`src/rtl/tomasulo_pkg.sv`:
```
// Shared types for the arithmetic reservation station.
// Holds the word/tag/ROB/write-address types, the per-source operand record,
// the dispatch and issue payloads, the CDB broadcast record, and the helper
// that applies a CDB broadcast to a single pending source operand.
package tomasulo_pkg;

   localparam int WORD_W = 32;
   localparam int TAG_W  = 4;
   localparam int ROB_W  = 4;
   localparam int WA_W   = 5;

   typedef logic [WORD_W-1:0] word_t;
   typedef logic [TAG_W-1:0]  tag_t;
   typedef logic [ROB_W-1:0]  robid_t;
   typedef logic [WA_W-1:0]   wa_t;

   typedef enum logic [2:0] {
      OP_ADD = 3'd0,
      OP_SUB = 3'd1,
      OP_AND = 3'd2,
      OP_OR  = 3'd3,
      OP_XOR = 3'd4,
      OP_SLL = 3'd5,
      OP_SRL = 3'd6,
      OP_SLT = 3'd7
   } opcode_t;

   // One source operand: either a ready value or a tag still being waited on.
   typedef struct packed {
      logic  rdy;
      tag_t  tag;
      word_t data;
   } src_t;

   // Dispatch payload; also the storage format of a reservation-station entry.
   typedef struct packed {
      opcode_t     op;
      tag_t        tag;
      robid_t      robid;
      wa_t         wa;
      src_t [1:0]  src;
   } dispatch_t;

   typedef struct packed {
      opcode_t     op;
      tag_t        tag;
      robid_t      robid;
      wa_t         wa;
      word_t [1:0] rdata;
   } issue_t;

   typedef struct packed {
      logic   vld;
      tag_t   tag;
      word_t  wdata;
      robid_t robid;
      wa_t    wa;
   } cdb_t;

   localparam int CDB_W   = $bits(cdb_t);
   localparam int ISSUE_W = $bits(issue_t);

   // A pending source whose tag matches a valid broadcast takes the broadcast value.
   function automatic src_t src_capture(src_t s, cdb_t c);
      src_t r;
      r = s;
      if (c.vld && !s.rdy && (s.tag == c.tag)) begin
         r.rdy  = 1'b1;
         r.data = c.wdata;
      end
      return r;
   endfunction

endpackage

```
`src/rtl/tomasulo_age_matrix.sv`:
```
// Age matrix for oldest-first selection among N reservation-station slots.
// Ports:
//   clk, rst : clock, synchronous active-high reset (clears the matrix)
//   alloc    : one-hot slot being written this cycle (becomes youngest)
//   free     : one-hot slot being released this cycle
//   ready    : slots eligible for selection this cycle
//   oldest   : one-hot ready slot with no older ready slot (zero if none ready)
module tomasulo_age_matrix #(
   parameter int N = 4
) (
   input  logic         clk,
   input  logic         rst,
   input  logic [N-1:0] alloc,
   input  logic [N-1:0] free,
   input  logic [N-1:0] ready,
   output logic [N-1:0] oldest
);

   // older_reg[i][j] = 1 means slot j is older than slot i.
   logic [N-1:0] older_reg [N];

   genvar gi;
   generate
      for (gi = 0; gi < N; gi++) begin : g_row
         localparam logic [N-1:0] SELF = N'(1) << gi;

         // A newly allocated slot is younger than every other slot. Stale bits
         // pointing at empty slots are harmless (empty slots are never ready)
         // and are cleared when that slot is itself allocated or released.
         always_ff @(posedge clk) begin
            if (rst) begin
               older_reg[gi] <= '0;
            end else if (alloc[gi]) begin
               older_reg[gi] <= ~SELF;
            end else begin
               older_reg[gi] <= older_reg[gi] & ~alloc & ~free;
            end
         end

         assign oldest[gi] = ready[gi] & ~(|(ready & older_reg[gi]));
      end
   endgenerate

endmodule

```
`src/rtl/tomasulo_rs_arith.sv`:
```
// Reservation station for the arithmetic pipe.
// Holds up to N dispatched ops, wakes pending operands from the CDB, and
// issues one fully-ready op per cycle to the execution unit.
// Ports:
//   clk, rst   : clock, synchronous active-high reset
//   disp_vld   : dispatch request; disp carries the op and its two sources
//   disp_rdy_r : registered, at least one free entry
//   iss_vld_r  : registered issue valid; iss_r holds the issued op and operands
//   iss_busy   : execution unit cannot accept an op this cycle
//   cdb        : common data bus broadcast snooped for operand wakeup
//   occ_r      : registered count of occupied entries
module tomasulo_rs_arith
   import tomasulo_pkg::*;
#(
   parameter int N            = 4,
   parameter int OLDEST_FIRST = 1
) (
   input  logic                   clk,
   input  logic                   rst,
   input  logic                   disp_vld,
   input  dispatch_t              disp,
   output logic                   disp_rdy_r,
   output logic                   iss_vld_r,
   output issue_t                 iss_r,
   input  logic                   iss_busy,
   input  cdb_t                   cdb,
   output logic [$clog2(N+1)-1:0] occ_r
);

   localparam int OCC_W = $clog2(N+1);

   logic      vld_reg [N];
   dispatch_t ent_reg [N];

   logic [N-1:0]     ready;
   logic [N-1:0]     grant;
   logic [N-1:0]     free_slots;
   logic [N-1:0]     alloc_oh;
   logic [N-1:0]     free_oh;
   logic             do_issue;
   logic             disp_acc;
   dispatch_t        disp_cap;
   issue_t           iss_next;
   logic [OCC_W-1:0] occ_next;

   // The CDB's ROB id and write address belong to the ROB/regfile, not to us.
   logic unused_cdb;
   assign unused_cdb = ^{cdb.robid, cdb.wa};

   genvar gi;
   generate
      for (gi = 0; gi < N; gi++) begin : g_vec
         assign ready[gi]      = vld_reg[gi] & ent_reg[gi].src[0].rdy & ent_reg[gi].src[1].rdy;
         assign free_slots[gi] = ~vld_reg[gi];
      end
   endgenerate

   generate
      if (OLDEST_FIRST != 0) begin : g_age
         tomasulo_age_matrix #(.N(N)) u_age (
            .clk    (clk),
            .rst    (rst),
            .alloc  (alloc_oh),
            .free   (free_oh),
            .ready  (ready),
            .oldest (grant)
         );
      end else begin : g_lowest
         // x & -x isolates the lowest set bit.
         assign grant = ready & (~ready + N'(1));
      end
   endgenerate

   assign do_issue = (|ready) & ~iss_busy;
   assign free_oh  = do_issue ? grant : '0;

   // disp_rdy_r tracks registered occupancy, so a slot freed by this cycle's
   // issue is still marked valid here and cannot be picked.
   assign disp_acc = disp_vld & disp_rdy_r;
   assign alloc_oh = disp_acc ? (free_slots & (~free_slots + N'(1))) : '0;

   // Dispatch bypass: a source whose producer broadcasts this very cycle is
   // written already captured.
   always_comb begin
      disp_cap        = disp;
      disp_cap.src[0] = src_capture(disp.src[0], cdb);
      disp_cap.src[1] = src_capture(disp.src[1], cdb);
   end

   always_comb begin
      iss_next = '0;
      for (int i = 0; i < N; i++) begin
         if (grant[i]) begin
            iss_next.op       = ent_reg[i].op;
            iss_next.tag      = ent_reg[i].tag;
            iss_next.robid    = ent_reg[i].robid;
            iss_next.wa       = ent_reg[i].wa;
            iss_next.rdata[0] = ent_reg[i].src[0].data;
            iss_next.rdata[1] = ent_reg[i].src[1].data;
         end
      end
   end

   always_comb begin
      occ_next = occ_r;
      if (disp_acc && !do_issue) begin
         occ_next = occ_r + OCC_W'(1);
      end else if (!disp_acc && do_issue) begin
         occ_next = occ_r - OCC_W'(1);
      end
   end

   generate
      for (gi = 0; gi < N; gi++) begin : g_ent
         always_ff @(posedge clk) begin
            if (rst) begin
               vld_reg[gi] <= 1'b0;
            end else if (alloc_oh[gi]) begin
               vld_reg[gi] <= 1'b1;
               ent_reg[gi] <= disp_cap;
            end else begin
               if (free_oh[gi]) begin
                  vld_reg[gi] <= 1'b0;
               end
               ent_reg[gi].src[0] <= src_capture(ent_reg[gi].src[0], cdb);
               ent_reg[gi].src[1] <= src_capture(ent_reg[gi].src[1], cdb);
            end
         end
      end
   endgenerate

   always_ff @(posedge clk) begin
      if (rst) begin
         occ_r      <= '0;
         disp_rdy_r <= 1'b1;
         iss_vld_r  <= 1'b0;
         iss_r      <= '0;
      end else begin
         occ_r      <= occ_next;
         disp_rdy_r <= (occ_next != OCC_W'(N));
         iss_vld_r  <= do_issue;
         if (do_issue) begin
            iss_r <= iss_next;
         end
      end
   end

   // Dispatch into a full station is a protocol violation; it must never allocate.
   always_ff @(posedge clk) begin
      if (!rst && disp_vld && !disp_rdy_r) begin
         assert (alloc_oh == '0);
      end
   end

endmodule
```
`config.mk`:
```
export PLATFORM = sky130hd
export DESIGN_NAME = tomasulo_rs_arith
export DESIGN_NICKNAME = d
export VERILOG_FILES = /design/src/rtl/tomasulo_pkg.sv /design/src/rtl/tomasulo_age_matrix.sv /design/src/rtl/tomasulo_rs_arith.sv
export SDC_FILE = /design/constraint.sdc
export NUM_CORES = 1
export LEC_CHECK = 0
export CAP_MARGIN = 20
export CORE_MARGIN = 3
export CORE_UTILIZATION = 40
export CTS_BUF_LIST = sky130_fd_sc_hd__clkbuf_4 sky130_fd_sc_hd__clkbuf_8
export DETAILED_ROUTE_END_ITERATION = 16
export PLACE_DENSITY = 0.57
export SLEW_MARGIN = 40
export SYNTH_ARGS = -nofsm -noshare
export SYNTH_HDL_FRONTEND = slang
export SYNTH_SLANG_ARGS = --single-unit
```
`constraint.sdc`:
```
create_clock -name clk -period 5.2 [get_ports clk]
set_input_delay 0.52 -clock clk [delete_from_list [all_inputs] [get_ports clk]]
set_output_delay 0.52 -clock clk [all_outputs]
set_load 0.1 [all_outputs]
```
==> impl_metrics.env <==
export IMPL_ir_drop_mv=0.172
export IMPL_firstDrtPassIters=7
export IMPL_critPathSlowestCell="o31a_2"
export IMPL_die_area_sq_mm=0.0563
export IMPL_crit_path_max_incr_delay_ps=610
export IMPL_worstReg2RegStart="vld_reg[0]$_SDFFCE_PP0P_"
export IMPL_cp_num_buf_inv=1
export IMPL_seqCellArea_sq_mm=0.0131
export IMPL_crit_family="simple AND/OR/NAND/NOR gates"
export IMPL_layout_nets=1891
export IMPL_dp_hpwl_um=37000
export IMPL_seq_area_frac_synth_pct=61.3
export IMPL_vias=14500
export IMPL_dp_cells=2352
export IMPL_ctsResizeCount=0
export IMPL_synth_top_family_by_area="compound AO/OA/AOI/OAI gates"
export IMPL_grt_pass1_wl_um=94500
export IMPL_placeableCoreArea_sq_mm=0.0528
export IMPL_relSlewSlack_pct=43.1
export IMPL_grtUsageTotal_pct=22.5
export IMPL_r2r_end="ent_reg[2][3]$_DFFE_PP_"
export IMPL_synthArstFlopShare_pct=0
export IMPL_clkTransAtPathRegs_ps=60
export IMPL_cts_tree="done"
export IMPL_power_density_mw_per_mm2=361
export IMPL_gr_usage_met2_pct=36.8
export IMPL_path_max_fanout=22
export IMPL_setup_viol=0
export IMPL_required_ps=5560
export IMPL_p_int_mw=6.70
export IMPL_rrSetupSlack_ps=2080
export IMPL_multiInputGateArea_sq_mm=0.00773
export IMPL_drc=0
export IMPL_syn_avg_cell_area_sq_um=14.1
export IMPL_syn_cell_area_sq_mm=0.0214
export IMPL_slew_viol_final=0
export IMPL_finalCritPeriodShare_pct=60.0
export IMPL_grt_overflow=0
export IMPL_hp_class="primary input to flip-flop"
export IMPL_synth_compound_area_share_pct=15.4
export IMPL_max_freq_mhz=321
export IMPL_drive_gt1_share_pct=25.9
export IMPL_pwr_share_comb_pct=15.4
export IMPL_hp_start="rst"
export IMPL_fp_dieH_um=237
export IMPL_syn_to_final_growth_pct=20.3
export IMPL_synth_mux_area_fraction_pct=14.8
export IMPL_arrival_ps=3480
export IMPL_htreeDepth=3
export IMPL_start_util_pct=40.5
export IMPL_setup_worst_path_class="flip-flop to flip-flop"
export IMPL_synth_cells=1518
export IMPL_power_frac_seq_pct=46.2
export IMPL_synthXorXnorAreaFrac_pct=0.977
export IMPL_p_switching_mw=2.59
export IMPL_vias_per_cell=5.76
export IMPL_place_congestion=0.855
export IMPL_hold_depth=2
export IMPL_globalRouteMet3Util_pct=4.35
export IMPL_p_leak_nw=9.41
export IMPL_drt_iter0_markers=1083
export IMPL_cts_root_buf="clkbuf_8"
export IMPL_fin_tns_setup_ps=0
export IMPL_synth_seq_cells=465
export IMPL_cts_buffers=82
export IMPL_drv_cap=0
export IMPL_clkPwrFrac_pct=38.3
export IMPL_grt_max_degree=171
export IMPL_portBuffers=215
export IMPL_synth_simple_gate_area_share_pct=3.94
export IMPL_tightest_slew_ps=854
export IMPL_largest_register_ffs=360
export IMPL_rows=84
export IMPL_die_w_um=237
export IMPL_status="completed"
export IMPL_ff2ff_path_depth=6
export IMPL_drt_wl_total_um=64200
export IMPL_clock_skew_ps=37.7
export IMPL_synth_warning_count=0
export IMPL_post_cts_buffers=0
export IMPL_final_cells=2513
export IMPL_fillCellCount=4671
export IMPL_busiest_layer="met2"
export IMPL_synth_cell_types=64
export IMPL_grt_pass1_vias=14900
export IMPL_cpMostUsedCell="nor2_1"
export IMPL_antenna_found_initial=11
export IMPL_io_pins=225
export IMPL_cts_hold_buf=0
export IMPL_ctsLongestPathBuffers=3
export IMPL_cp_cell_sequence="nand4_1 -> nor2_1 -> o31a_2 -> buf_4 -> mux2i_1 -> nor2_1"
export IMPL_synthFlopType="edfxtp_1"
export IMPL_worstSkewPairLatency_ps=650
export IMPL_ant_nets=0
export IMPL_synth_fa_ha_area_share_pct=0.117
export IMPL_min_to="iss_vld_r$_SDFF_PP0_"
export IMPL_hold_viol_final=0
export IMPL_swShare_pct=27.9
export IMPL_synth_edf_count=380
export IMPL_use_met1_pct=29.6
export IMPL_wire_per_inst_um=25.5
export IMPL_min_period_ps=3120
export IMPL_critPathLaunchType="flip-flop"
export IMPL_cts_num_sinks=465
export IMPL_cp_end_kind="flip-flop"
export IMPL_rsz0062_at_grt="no"
-- worst reg2reg max path, stage by stage, from the launching register on --
cell	delay, ps
edfxtp_1	530
nand4_1	280
nor2_1	530
o31a_2	610
buf_4	540
mux2i_1	290
nor2_1	60
-- kinds of logic (layout without fill, tap and decap cells) --
logic type,after synthesis,after routing
XOR/XNOR,23,23
flip-flops,465,465
adder cells (fa/ha/maj),2,2
other,1,23
AND/OR/NAND/NOR,156,156
buffers and inverters,148,433
AO/OA/AOI/OAI,465,465
multiplexers,258,258
-- area by class of cell --
type | instances | share of cell area, %
inverter | 26 | 0.384
tap | 688 | 3.35
sequential | 465 | 51.0
multi-input combinational | 920 | 30.1
antenna | 7 | 0.0681
clock inverter | 23 | 0.686
timing repair buffer | 254 | 8.36
clock buffer | 130 | 6.10
-- cells in the mapped netlist (17+ instances only) --
| master | n | area (sq um) |
|---|---|---|
| edfxtp_1 | 380 | 11400 |
| o22ai_1 | 88 | 551 |
| clkbuf_1 | 61 | 229 |
| a22o_1 | 81 | 709 |
| nor2_1 | 81 | 304 |
| a211oi_1 | 165 | 1240 |
| o21ai_0 | 82 | 410 |
| inv_1 | 23 | 86.3 |
| dfxtp_1 | 85 | 1700 |
| a21oi_1 | 17 | 85.1 |
| mux2_4 | 90 | 1350 |
| mux2i_1 | 65 | 651 |
| mux2_2 | 69 | 777 |
| buf_2 | 34 | 170 |
| mux2_1 | 34 | 383 |
-- cells in the final DEF (no fill, tap or decap), types with 7 or more instances in the layout --
master | Yosys | routed
clkbuf_4 | 0 | 35
dfxtp_1 | 85 | 85
a211oi_1 | 165 | 165
nor3_1 | 9 | 8
conb_1 | 1 | 16
nand4_1 | 13 | 13
a21oi_1 | 17 | 12
edfxtp_1 | 380 | 380
diode_2 | 0 | 7
buf_4 | 6 | 29
buf_2 | 34 | 85
clkbuf_8 | 0 | 95
clkdlybuf4s50_1 | 0 | 129
a31o_2 | 7 | 7
mux2i_1 | 65 | 65
nor2_1 | 81 | 76
xor2_1 | 9 | 9
o21ai_0 | 82 | 82
mux2_4 | 90 | 90
nand2_1 | 8 | 7
mux2_2 | 69 | 69
clkinv_2 | 0 | 11
xnor2_1 | 13 | 13
clkinv_1 | 2 | 8
inv_1 | 23 | 23
mux2_1 | 34 | 34
o22ai_1 | 88 | 88
a22o_1 | 81 | 81
-- worst max path at each step --
stage                              from                       end  slack, ps  depth (start not counted)
2_1_floorplan     disp_rdy_r$_SDFF_PP1_   ent_reg[3][0]$_DFFE_PP_       1080                          5
3_3_place_gp                        rst  ent_reg[0][54]$_DFFE_PP_       1310                          6
3_5_place_dp                    cdb[43]   ent_reg[2][3]$_DFFE_PP_       1470                          7
4_1_cts        vld_reg[0]$_SDFFCE_PP0P_   ent_reg[3][1]$_DFFE_PP_       2140                          5
5_1_grt        vld_reg[0]$_SDFFCE_PP0P_  ent_reg[2][11]$_DFFE_PP_       1950                          6
6_report       vld_reg[0]$_SDFFCE_PP0P_   ent_reg[2][3]$_DFFE_PP_       2080                          6
-- layer usage --
layer  up-vias  wire (um)
met5         -         78
met4        10       1880
met3       129       3900
met2       485      30800
met1      7299      27500
li1       6558          -
-- through the flow --
step	worst slack, ps	area, sq um	hold WS, ps	util [%]	total power, mW
floorplan	1080	21400	516	-	5.35
global placement	1310	24200	540	45.9	5.82
detailed placement	1470	23900	543	45.4	5.81
CTS	2140	25700	428	48.7	9.38
global route	1950	25700	479	48.7	9.64
finish	2080	25700	459	48.8	9.30
-- power by group through the flow --
stage	Combinational, mW	Clock, mW	Sequential (mW)
finish	1.44	3.56	4.30
global route	1.51	3.81	4.31
CTS	1.44	3.65	4.30
detailed placement	1.43	0	4.37
global placement	1.45	0	4.37
floorplan	0.597	0	4.76
Note: power is estimated with default switching activity, not from simulation.
==> variant, RTL diff (config.mk and constraints unchanged) <==
Set the package constant `TAG_W` to 5 (it was 4).
--- a/src/rtl/tomasulo_pkg.sv
+++ b/src/rtl/tomasulo_pkg.sv
@@ -5,7 +5,7 @@
 package tomasulo_pkg;
 
    localparam int WORD_W = 32;
-   localparam int TAG_W  = 4;
+   localparam int TAG_W  = 5;
    localparam int ROB_W  = 4;
    localparam int WA_W   = 5;
 
Ports: changed (resized cdb, disp and iss_r); port bits go from 225 to 230. The function was not compared with the original's and may differ.
==> variant against the original RTL <==
- critical path type unchanged
- critical endpoint is now ent_reg[3][56]$_DFFE_PP_
- synthesized area rose by 0.96%
- wire length rose by 1.8%
- count of clock-buffer cells in the layout increased by 7
- die area up 0.93%
- via count is 1.5% higher
- power up 2.7%
- setup slack got worse by 0.29 ns
- cell count up 1.4%
- highest routed layer unchanged
- design area is 1.4% higher
- sequential cell count is 13 higher
- largest power group unchanged
- synthesized cell count grew 1.8%
==> variant: results (changes against the original RTL) <==
Outcome = finished clean
Slew HR = 41.4% (-1.6 points)
Crit end category = flop
Hold Path Class = in -> reg
Number of synthesized flops with an enable pin = 392 (+3.2%)
Yosys warnings = 0 (unchanged)
P_leak = 9.46 nW (+0.50%)
Root Driver = clkbuf_8
GRT Total Usage = 22.7% (+0.22 points)
Slowest cell on the critical path = or3b_1
Placed Cells = 2384 (+1.4%)
Post-detail-place hpwl = 37400 um (+1.1%)
Top delay family on crit path = simple AND/OR/NAND/NOR gates
Layout cells sized above 1 = 26.7% (+0.87 points)
Data arrival, critical path = 3.80 ns (+0.32 ns)
Worst skew pair latency = 0.68 ns (+0.03 ns)
Post CTS Setup Buffer Count = 0 (unchanged)
Worst-path clk slew = 0.06 ns (about the same)
Fillers = 4780 (+2.3%)
Fin cells = 2548 (+1.4%)
Resized cells post-CTS = 0 (unchanged)
Synth area leaders = edfxtp_1, mux2_2, dfxtp_1
Initial antenna violation count = 6 (-5)
Commonest cells in the netlist = edfxtp_1, mux2_2, a211oi_1, nor2_1, dfxtp_1
Netlist cell types = 54 (-16%)
VDD IR max = 194 uV (+13%)
Fin nets = 1929 (+2.0%)
Worst Clk Skew = 0.0468 ns (+0.00910 ns)
CTS HTree Levels = 3 (unchanged)
Cell Area, Placed = 24200 um^2 (+1.2%)
Port bufs = 220 (+2.3%)
Max reg flops = 372 (+3.3%)
Post-synth ARST share = 0% (unchanged)
Start of the worst register-to-register path = vld_reg[0]$_SDFFCE_PP0P_
Worst reg2reg path endpoint = ent_reg[3][56]$_DFFE_PP_
Critical Path Start = vld_reg[0]$_SDFFCE_PP0P_
Critical path peak fanout = 12 (-45%)
Longest Clk Path Bufs = 3 (unchanged)
Max incr delay on CP = 0.68 ns (+0.07 ns)
DR iter-0 viols = 1205 (+11%)
Placer Congestion = 0.754 (-12%)
Maximum number of pins on one net before global-route repair = 170 (-0.58%)
Vias/cell = 5.77 (about the same)
Vias in the first global route = 14898 (+0.20%)
First-pass GRT wire length = 96200 um (+1.8%)
Mapped Cells = 1546 (+1.8%)
TritonRoute pass-1 iters = 5 (-2)
Final WL = 65400 um (+1.8%)
Share of the yosys chip area belonging to registers = 62.5% (+1.2 points)
R2R Setup Slk = 1.80 ns (-0.29 ns)
Num CTS Buffers = 85 (+3.7%)
-- variant: cell count changes in the layout (fill, tap and decap cells not counted), moves of 8 or more --
| cell | unedited run | this run |
|---|---|---|
| mux2_2 | 69 | 169 |
| mux2_4 | 90 | 9 |
| xnor2_1 | 13 | 37 |
| mux2_1 | 34 | 15 |
| edfxtp_1 | 380 | 392 |
| nand4_1 | 13 | 22 |
| inv_1 | 23 | 15 |
-- variant: cell type report --
| cell class | count | area (um^2) | share of cell area (%) |
|---|---|---|---|
| Sequential cell | 478 | 13500 | 51.7 |
| Multi-Input combinational cell | 942 | 7600 | 29.1 |
| Timing Repair Buffer | 260 | 2210 | 8.46 |
| Clock buffer | 137 | 1660 | 6.37 |
| Tap cell | 688 | 861 | 3.30 |
| Clock inverter | 23 | 191 | 0.734 |
| Inverter | 16 | 61.3 | 0.235 |
| Antenna cell | 4 | 10.0 | 0.0384 |
-- variant: cell families after synthesis --
kind of cell	after synthesis	synth area share (%)
other	1	0.0174
AO/OA/AOI/OAI	450	14.8
buffers and inverters	141	3.21
flip-flops	478	62.5
AND/OR/NAND/NOR	168	4.10
multiplexers	258	13.2
adder cells (fa/ha/maj)	2	0.116
XOR/XNOR	48	1.95
-- variant: routing by layer --
layer | GRT usage, % | wire, um | vias up
met5 | 0 | 31 | -
met4 | 6.30 | 1120 | 4
met3 | 4.31 | 4410 | 78
met2 | 37.5 | 31100 | 505
met1 | 30.9 | 28700 | 7456
li1 | - | - | 6652
-- variant: power by group --
part           leakage, nW  switching, mW  total, mW  internal (mW)
Combinational         4.17          0.959       1.39          0.428
Clock                0.980           1.62       3.75           2.13
Sequential            4.30         0.0847       4.41           4.32
Total                 9.46           2.66       9.55           6.89
-- variant: worst min-delay path by stage --
stage,start,depth (start not counted),to
2_1_floorplan,g_age.u_age.older_reg[2][2]$_SDFFCE_PN0P_,1,g_age.u_age.older_reg[2][2]$_SDFFCE_PN0P_
3_3_place_gp,g_age.u_age.older_reg[2][3]$_SDFFCE_PN0P_,1,g_age.u_age.older_reg[2][3]$_SDFFCE_PN0P_
3_5_place_dp,g_age.u_age.older_reg[2][0]$_SDFFCE_PN0P_,1,g_age.u_age.older_reg[2][0]$_SDFFCE_PN0P_
4_1_cts,disp[79],1,ent_reg[1][79]$_DFFE_PP_
5_1_grt,disp[79],1,ent_reg[3][79]$_DFFE_PP_
6_report,disp[79],1,ent_reg[2][79]$_DFFE_PP_
-- variant: per-stage QoR --
stage                     util, %  total power, mW  hold slack [ns]  setup slack (ns)
after global routing         49.2             9.89            0.444              1.71
after detailed placement     45.7             5.87            0.544              1.32
after floorplan                 -             5.42            0.516              1.28
after global placement       46.3             5.90            0.541              1.23
final                        49.2             9.55            0.481              1.80
after CTS                    49.2             9.63            0.415              1.80
